### src/rtl/input_trigger_gen_pkg.sv
// Shared constants for the input trigger generator: FSM state codes,
// Edge_Sel encodings and a counter-width helper.
package input_trigger_pkg;

  localparam logic [1:0] ST_IDLE    = 2'd0;
  localparam logic [1:0] ST_PULSE   = 2'd1;
  localparam logic [1:0] ST_HOLDOFF = 2'd2;

  localparam logic [1:0] EDGE_RISE = 2'b00;
  localparam logic [1:0] EDGE_FALL = 2'b01;
  localparam logic [1:0] EDGE_BOTH = 2'b10;
  localparam logic [1:0] EDGE_NONE = 2'b11;

  localparam int CNT_W_DEFAULT = 16;

  // Bits needed to hold values 0..max_val, never less than one.
  function automatic int cnt_width(input int max_val);
    return (max_val < 1) ? 1 : $clog2(max_val + 1);
  endfunction

endpackage

### src/rtl/input_trigger_gen_if.sv
// Control/status bundle between the trigger generator and its host logic.
interface input_trigger_gen_if #(
  parameter int CNT_W = 16
) ();
  logic             Input_In;
  logic             Enable;
  logic [1:0]       Edge_Sel;
  logic             Count_Clr;
  logic             Input_Level;
  logic             Trigger_Out;
  logic             Trigger_Busy;
  logic [CNT_W-1:0] Trigger_Count;
  logic [CNT_W-1:0] Missed_Count;

  modport master (
    output Input_In, Enable, Edge_Sel, Count_Clr,
    input  Input_Level, Trigger_Out, Trigger_Busy, Trigger_Count, Missed_Count
  );

  modport slave (
    input  Input_In, Enable, Edge_Sel, Count_Clr,
    output Input_Level, Trigger_Out, Trigger_Busy, Trigger_Count, Missed_Count
  );
endinterface

### src/rtl/input_trigger_gen_sync_debounce.sv
// Synchroniser, stable-sample counter and debounced level with a one-cycle
// edge event; the first settle after reset only arms, it never fires.
module input_sync_debounce
  import input_trigger_pkg::*;
#(
  parameter int SYNC_STAGES     = 2,
  parameter int DEBOUNCE_CYCLES = 16
) (
  input  logic Clk,
  input  logic Reset,
  input  logic input_raw,
  output logic input_level,
  output logic edge_event,
  output logic edge_rise
);
  localparam int             DW      = cnt_width(DEBOUNCE_CYCLES);
  localparam logic [DW-1:0]  DEB_MAX = DW'(DEBOUNCE_CYCLES);
  localparam logic [DW-1:0]  ONE     = DW'(1);

  logic [SYNC_STAGES-1:0] sync_r;
  logic                   sync_s;
  logic                   prev_r;
  logic [DW-1:0]          stable_r;
  logic [DW-1:0]          stable_next_s;
  logic                   level_r;
  logic                   armed_r;
  logic                   event_r;
  logic                   rise_r;

  assign sync_s = sync_r[SYNC_STAGES-1];

  // Next stable count: restart on a change, otherwise count up to the limit.
  always_comb begin
    stable_next_s = stable_r;
    if (sync_s != prev_r) begin
      stable_next_s = ONE;
    end else if (stable_r != DEB_MAX) begin
      stable_next_s = stable_r + ONE;
    end else begin
      stable_next_s = stable_r;
    end
  end

  // Sync chain, debounce state and edge event registers.
  always_ff @(posedge Clk) begin
    if (Reset) begin
      sync_r   <= '0;
      prev_r   <= 1'b0;
      stable_r <= '0;
      level_r  <= 1'b0;
      armed_r  <= 1'b0;
      event_r  <= 1'b0;
      rise_r   <= 1'b0;
    end else begin
      sync_r   <= {sync_r[SYNC_STAGES-2:0], input_raw};
      prev_r   <= sync_s;
      stable_r <= stable_next_s;
      if (stable_next_s == DEB_MAX) begin
        level_r <= sync_s;
        armed_r <= 1'b1;
        event_r <= armed_r && (sync_s != level_r);
        rise_r  <= sync_s;
      end else begin
        event_r <= 1'b0;
      end
    end
  end

  assign input_level = level_r;
  assign edge_event  = event_r;
  assign edge_rise   = rise_r;

endmodule

### src/rtl/input_trigger_gen.sv
// Debounced edge trigger: fixed-width pulse, holdoff window, and saturating
// accepted/missed trigger counters.
module input_trigger_gen
  import input_trigger_pkg::*;
#(
  parameter int SYNC_STAGES     = 2,
  parameter int DEBOUNCE_CYCLES = 16,
  parameter int PULSE_CYCLES    = 8,
  parameter int HOLDOFF_CYCLES  = 100,
  parameter int CNT_W           = CNT_W_DEFAULT
) (
  input  logic           Clk,
  input  logic           Reset,
  input_trigger_gen_if.slave bus
);
  localparam int               TW         = cnt_width((PULSE_CYCLES > HOLDOFF_CYCLES) ?
                                                      PULSE_CYCLES : HOLDOFF_CYCLES);
  localparam logic [TW-1:0]    T_ONE      = TW'(1);
  localparam logic [TW-1:0]    PULSE_LAST = TW'(PULSE_CYCLES);
  localparam logic [TW-1:0]    HOLD_LAST  = TW'(HOLDOFF_CYCLES);
  localparam logic [CNT_W-1:0] CNT_MAX    = {CNT_W{1'b1}};
  localparam logic [CNT_W-1:0] C_ONE      = CNT_W'(1);

  logic             level_s;
  logic             edge_event_s;
  logic             edge_rise_s;
  logic             qualify_s;
  logic             accept_s;
  logic             missed_s;
  logic [1:0]       state_r;
  logic [TW-1:0]    timer_r;
  logic             trig_r;
  logic             busy_r;
  logic [CNT_W-1:0] trig_cnt_r;
  logic [CNT_W-1:0] miss_cnt_r;

  input_sync_debounce #(
    .SYNC_STAGES     (SYNC_STAGES),
    .DEBOUNCE_CYCLES (DEBOUNCE_CYCLES)
  ) u_sync_debounce (
    .Clk         (Clk),
    .Reset       (Reset),
    .input_raw   (bus.Input_In),
    .input_level (level_s),
    .edge_event  (edge_event_s),
    .edge_rise   (edge_rise_s)
  );

  // Edge qualification against the selected edge type.
  always_comb begin
    qualify_s = 1'b0;
    case (bus.Edge_Sel)
      EDGE_RISE: qualify_s = edge_event_s && edge_rise_s;
      EDGE_FALL: qualify_s = edge_event_s && !edge_rise_s;
      EDGE_BOTH: qualify_s = edge_event_s;
      EDGE_NONE: qualify_s = 1'b0;
      default:   qualify_s = 1'b0;
    endcase
  end

  assign accept_s = qualify_s && bus.Enable && (state_r == ST_IDLE);
  assign missed_s = qualify_s && (state_r != ST_IDLE);

  // Pulse/holdoff sequencer; Enable only matters when leaving IDLE.
  always_ff @(posedge Clk) begin
    if (Reset) begin
      state_r <= ST_IDLE;
      timer_r <= '0;
      trig_r  <= 1'b0;
      busy_r  <= 1'b0;
    end else begin
      case (state_r)
        ST_IDLE: begin
          if (accept_s) begin
            state_r <= ST_PULSE;
            timer_r <= T_ONE;
            trig_r  <= 1'b1;
            busy_r  <= 1'b1;
          end
        end
        ST_PULSE: begin
          if (timer_r == PULSE_LAST) begin
            trig_r  <= 1'b0;
            timer_r <= T_ONE;
            if (HOLDOFF_CYCLES == 0) begin
              state_r <= ST_IDLE;
              busy_r  <= 1'b0;
            end else begin
              state_r <= ST_HOLDOFF;
            end
          end else begin
            timer_r <= timer_r + T_ONE;
          end
        end
        ST_HOLDOFF: begin
          if (timer_r == HOLD_LAST) begin
            state_r <= ST_IDLE;
            busy_r  <= 1'b0;
          end else begin
            timer_r <= timer_r + T_ONE;
          end
        end
        default: begin
          state_r <= ST_IDLE;
          timer_r <= '0;
          trig_r  <= 1'b0;
          busy_r  <= 1'b0;
        end
      endcase
    end
  end

  // Saturating status counters; a clear beats a coincident increment.
  always_ff @(posedge Clk) begin
    if (Reset || bus.Count_Clr) begin
      trig_cnt_r <= '0;
      miss_cnt_r <= '0;
    end else begin
      if (accept_s && (trig_cnt_r != CNT_MAX)) trig_cnt_r <= trig_cnt_r + C_ONE;
      if (missed_s && (miss_cnt_r != CNT_MAX)) miss_cnt_r <= miss_cnt_r + C_ONE;
    end
  end

  assign bus.Input_Level   = level_s;
  assign bus.Trigger_Out   = trig_r;
  assign bus.Trigger_Busy  = busy_r;
  assign bus.Trigger_Count = trig_cnt_r;
  assign bus.Missed_Count  = miss_cnt_r;

endmodule
### src/flat_wrapper.sv
// flat-port wrapper written by rule: the top's interface ports become plain ports
module input_trigger_gen_flat import input_trigger_pkg::*;
#(
  parameter int SYNC_STAGES     = 2,
  parameter int DEBOUNCE_CYCLES = 16,
  parameter int PULSE_CYCLES    = 8,
  parameter int HOLDOFF_CYCLES  = 100,
  parameter int CNT_W           = CNT_W_DEFAULT
)
  (Clk, Reset, bus_Input_In, bus_Enable, bus_Edge_Sel, bus_Count_Clr, bus_Input_Level, bus_Trigger_Out, bus_Trigger_Busy, bus_Trigger_Count, bus_Missed_Count);
  input_trigger_gen_if #(.CNT_W(CNT_W)) bus_i ();
  input  logic Clk;
  input  logic Reset;
  input wire logic [$bits(bus_i.Input_In)-1:0] bus_Input_In;
  input wire logic [$bits(bus_i.Enable)-1:0] bus_Enable;
  input wire logic [$bits(bus_i.Edge_Sel)-1:0] bus_Edge_Sel;
  input wire logic [$bits(bus_i.Count_Clr)-1:0] bus_Count_Clr;
  output wire logic [$bits(bus_i.Input_Level)-1:0] bus_Input_Level;
  output wire logic [$bits(bus_i.Trigger_Out)-1:0] bus_Trigger_Out;
  output wire logic [$bits(bus_i.Trigger_Busy)-1:0] bus_Trigger_Busy;
  output wire logic [$bits(bus_i.Trigger_Count)-1:0] bus_Trigger_Count;
  output wire logic [$bits(bus_i.Missed_Count)-1:0] bus_Missed_Count;
  assign bus_i.Input_In = bus_Input_In;
  assign bus_i.Enable = bus_Enable;
  assign bus_i.Edge_Sel = bus_Edge_Sel;
  assign bus_i.Count_Clr = bus_Count_Clr;
  assign bus_Input_Level = bus_i.Input_Level;
  assign bus_Trigger_Out = bus_i.Trigger_Out;
  assign bus_Trigger_Busy = bus_i.Trigger_Busy;
  assign bus_Trigger_Count = bus_i.Trigger_Count;
  assign bus_Missed_Count = bus_i.Missed_Count;
  input_trigger_gen #(.SYNC_STAGES(SYNC_STAGES), .DEBOUNCE_CYCLES(DEBOUNCE_CYCLES), .PULSE_CYCLES(PULSE_CYCLES), .HOLDOFF_CYCLES(HOLDOFF_CYCLES), .CNT_W(CNT_W)) u_core (.Clk(Clk), .Reset(Reset), .bus(bus_i));
endmodule
### config.mk
export PLATFORM = sky130hd
export DESIGN_NAME = input_trigger_gen_flat
export DESIGN_NICKNAME = d
export VERILOG_FILES = /design/src/rtl/input_trigger_gen_pkg.sv /design/src/rtl/input_trigger_gen_if.sv /design/src/rtl/input_trigger_gen_sync_debounce.sv /design/src/rtl/input_trigger_gen.sv /design/src/flat_wrapper.sv
export SDC_FILE = /design/constraint.sdc
export NUM_CORES = 1
export LEC_CHECK = 0
export ABC_AREA = 1
export BUFFER_PORTS_ARGS = -buffer_cell sky130_fd_sc_hd__buf_2
export CORE_ASPECT_RATIO = 1.2
export CORE_UTILIZATION = 55
export CTS_CLUSTER_DIAMETER = 40
export DETAILED_ROUTE_END_ITERATION = 7
export GPL_TIMING_DRIVEN = 0
export PLACE_DENSITY = 0.77
export SLEW_MARGIN = 0
export SYNTH_ARGS = -nofsm -noshare
export SYNTH_HDL_FRONTEND = slang
export SYNTH_SLANG_ARGS = --single-unit
### constraint.sdc
create_clock -name Clk -period 2.8 [get_ports Clk]
set_clock_uncertainty 0.05 [all_clocks]
set_input_delay 0.14 -clock Clk [delete_from_list [all_inputs] [get_ports Clk]]
set_output_delay 0.14 -clock Clk [all_outputs]
set_load 0.05 [all_outputs]
==> flow_summary.rst <==
.. list-table::
   :header-rows: 1

   * - Metric
     - Value
   * - Result of the run
     - complete, no violations
   * - CP Capture Type
     - flop
   * - Number of enable-type register cells in the synthesized netlist
     - 0
   * - TritonCTS sink count
     - between 50 and 60
   * - Hold-fix buffer count after cts
     - 1
   * - Met1 WL
     - 3210 microns
   * - Yosys reg bits
     - 54
   * - Path depth of the worst reg2reg path
     - 9
   * - Share of layout cells above drive strength 1
     - 17.9%
   * - Unique cell type count in the Yosys netlist
     - 31
   * - HPWL reported at the end of detailed placement
     - around 5000 microns
   * - Per-cell routed wire length
     - approximately 12 microns
   * - CTS H-tree lvls
     - 2
   * - Placeable core region
     - roughly 0.0054 sq mm
   * - Rel. slew slack
     - between 60 and 70%
   * - Sequential cell fraction of total power
     - 56.9%
   * - Mean cell area of the mapped netlist
     - between 6 and 7 sq um
   * - Power per unit of standard cell area
     - around 390 mW/mm^2
   * - Port Buffers
     - 40
   * - Fmax
     - around 530 MHz
   * - Power share of the clock group
     - about 40%
   * - Clock slew seen by the registers of the worst setup and hold paths
     - around 0.10 ns
   * - Switching Fraction
     - about 23%
   * - Max FO, Critical Path
     - 10
   * - Number of rows created at floorplan
     - 29
   * - Number of instances in the synthesized netlist
     - 466
   * - # IOs
     - 42
   * - Hold Path Stages
     - 2
   * - CTS root buffer
     - clkbuf_8
   * - WP data required
     - between 2 and 3 ns
   * - Most repeated cell in the gate-level netlist after synthesis
     - nand2_1
   * - Post-CTS Setup Repair Bufs
     - 0
   * - Fin Hold WS
     - approximately 0.06 ns
   * - Leading post-synthesis cells by cell area
     - dfxtp_1 35%, nand2_1 15%, nor2_1 8.0%
   * - Wire length of the first global-routing pass
     - roughly 12000 microns
   * - Design internal power
     - approximately 1.1 mW
   * - ANT nets after route
     - 0
   * - Reported net switching power
     - just over 0.3 mW
   * - Yosys Warn Count
     - 0
   * - Setup repair after global routing missed its margin
     - no
   * - CTS tree
     - built
   * - Antenna Diode Count
     - 0
   * - Vias post-DR
     - 3011
   * - Critical path arrival
     - 2.07 ns
   * - Post-route cell area
     - 0.00353 sq mm
   * - Number of DRC markers after the initial detailed-route iteration
     - 268
   * - Max-cap check violation count
     - 0
   * - Number of antenna violations at the first check in global routing
     - 0
   * - 1st-pass router iterations
     - 6
   * - Hold Crit Class
     - primary input to flop
   * - Top routing layer in use
     - met4
   * - Final worst-path cycle share
     - 67.0%
   * - Setup-failing EPs final
     - 0
   * - Maximum number of pins on one net before global-route repair
     - 18
   * - Total Routing Usage GR
     - 23.7%
   * - Dpl cell area
     - between 0.003 and 0.004 sq mm
   * - Total Neg Setup Slack
     - 0 ns
   * - Setup Crit Path Kind
     - flop to flop
   * - Weighted congestion reported at the end of routability-driven placement
     - 0.871
   * - DR WL met3
     - 151 microns
   * - Final worst slack
     - about 0.9 ns
   * - Fraction of post-synthesis cell area in the top cell type by area
     - between 30% and 40%
   * - Total congestion overflow
     - 0
   * - Share of power burned in combinational logic
     - under 10%
   * - Shortest period the worst path allows
     - roughly 1.9 ns
   * - Max Transition Viols Final
     - 0
   * - Overall die width
     - just over 70 microns
   * - Die area
     - around 0.006 sq mm
   * - Count of instances resized after the clock tree is built
     - 0
   * - Share of async-settable or async-resettable flops after synthesis
     - 0%
   * - Final layout net count
     - between 500 and 600
   * - Drt via density
     - between 5 and 6
   * - Initial Utilization
     - around 58%
   * - DRC Markers
     - 0
   * - Syn Nets
     - approximately 480
   * - TritonCTS Buffers
     - 5
   * - Met2 Routed Length
     - 3320 microns
   * - Sequential fraction of the synthesis area
     - about a third
   * - Insertion delay to the later sink of the worst-skew pair
     - ~0.30 ns
   * - Final hold violation count
     - 0
   * - Area grow syn2layout
     - 12.8%
   * - Pre-CTS worst setup slack
     - between 0.9 and 1 ns
   * - Category of the worst setup path launch point
     - flop
   * - Final WL
     - approximately 6700 microns
   * - Number of global-route vias before repair
     - approximately 2700
   * - Actual slew at the worst max-slew pin
     - between 0.5 and 0.6 ns
   * - Cell leakage power
     - ~1.5 nW
   * - Peak supply drop
     - about 0.23 mV
   * - Number of buffers on the longest clock path
     - 2
   * - Vertical die dimension
     - between 80 and 90 microns
   * - Cell area after synthesis
     - 0.00313 sq mm
   * - Post-synthesis cell type with the largest combined area
     - dfxtp_1
   * - Most instantiated cells after synthesis
     - 129 x nand2_1, 67 x nor2_1, 54 x dfxtp_1
   * - Top FF cell, synth
     - dfxtp_1
[layout make-up]
cell class	count	area, sq um
inverters	47	176
fillers	483	1840
well taps	62	77.6
plain buffers	11	82.6
multi-input cells	354	1790
clock inverters	3	45.0
repair buffers	41	210
clock buffers	5	68.8
flip-flops and latches	54	1080
[kinds of logic (layout without fill, tap and decap cells)]
logic type / Yosys count / in the layout / share of synthesized area (%)
flops: 54 / 54 / 34.5
fa+ha+maj: 6 / 6 / 2.40
buf+inv: 58 / 107 / 8.27
simple gates: 278 / 278 / 39.3
compound gates: 51 / 51 / 10.2
xor+xnor: 19 / 19 / 5.31
[cell usage in the layout, fill, tap and decap left out, drive strengths merged]
cell type	synthesis	layout
xnor2	9	9
dlygate4sd3	0	1
nand3b	2	2
clkbuf	0	5
nand2	138	138
o211ai	1	1
bufinv	0	1
nand4	13	13
dfxtp	54	54
buf	11	51
a31oi	1	1
inv	47	47
xor2	10	10
nor3	8	8
nand3	45	45
o21ai	16	16
ha	6	6
nor3b	1	1
clkinvlp	0	2
a21oi	33	33
nor2	71	71
[final timing paths]
path                                               start                                     endpoint  slack (ns)
min                                                Reset  u_core.u_sync_debounce.armed_r$_SDFFE_PP0N_        0.06
min reg2reg  u_core.u_sync_debounce.sync_r[0]$_SDFF_PP0_  u_core.u_sync_debounce.sync_r[1]$_SDFF_PP0_        0.36
max reg2reg      u_core.bus.Missed_Count[0]$_SDFFE_PP0P_     u_core.bus.Missed_Count[10]$_SDFFE_PP0P_        0.92
max              u_core.bus.Missed_Count[0]$_SDFFE_PP0P_     u_core.bus.Missed_Count[10]$_SDFFE_PP0P_        0.92
[stage by stage]
stage               util [%]  total power [mW]  std cells
global placement        63.5             0.846        568
detailed placement      63.5             0.849        568
global route            65.8              1.42        577
CTS                     65.8              1.38        577
finish                  65.8              1.37        577
floorplan                  -             0.832        466
[metal layers]
| metal | up-vias | track usage [%] |
|---|---|---|
| li1 | 1587 | - |
| met1 | 1374 | 30.2 |
| met3 | 2 | 3.12 |
| met4 | 0 | 5.09 |
| met2 | 48 | 42.4 |
| met5 | - | 0 |
[critical path: stages (launching register included)]
cell,delay (ns)
dfxtp_1,0.41
ha_1,0.29
nand3_2,0.13
nor3_2,0.20
nand2_1,0.09
nand2_1,0.12
buf_6,0.15
buf_6,0.15
nand2_1,0.08
a21oi_2,0.14
[sequential cells by signal, summed over array words and instances (netlist names), 2 cells and up]
signal	cells
u_core.bus.Trigger_Count	16
u_core.u_sync_debounce.sync_r	2
u_core.bus.Missed_Count	16
u_core.u_sync_debounce.stable_r	5
u_core.timer_r	7
u_core.state_r	2
[power groups by stage]
stage | Clock (mW) | Combinational [mW] | Sequential (mW)
2_1_floorplan | 0 | 0.0373 | 0.795
3_3_place_gp | 0 | 0.0506 | 0.796
3_5_place_dp | 0 | 0.0530 | 0.796
4_1_cts | 0.548 | 0.0540 | 0.778
5_1_grt | 0.581 | 0.0621 | 0.779
6_report | 0.537 | 0.0533 | 0.778
No activity file was read; power rests on OpenSTA's default activity.
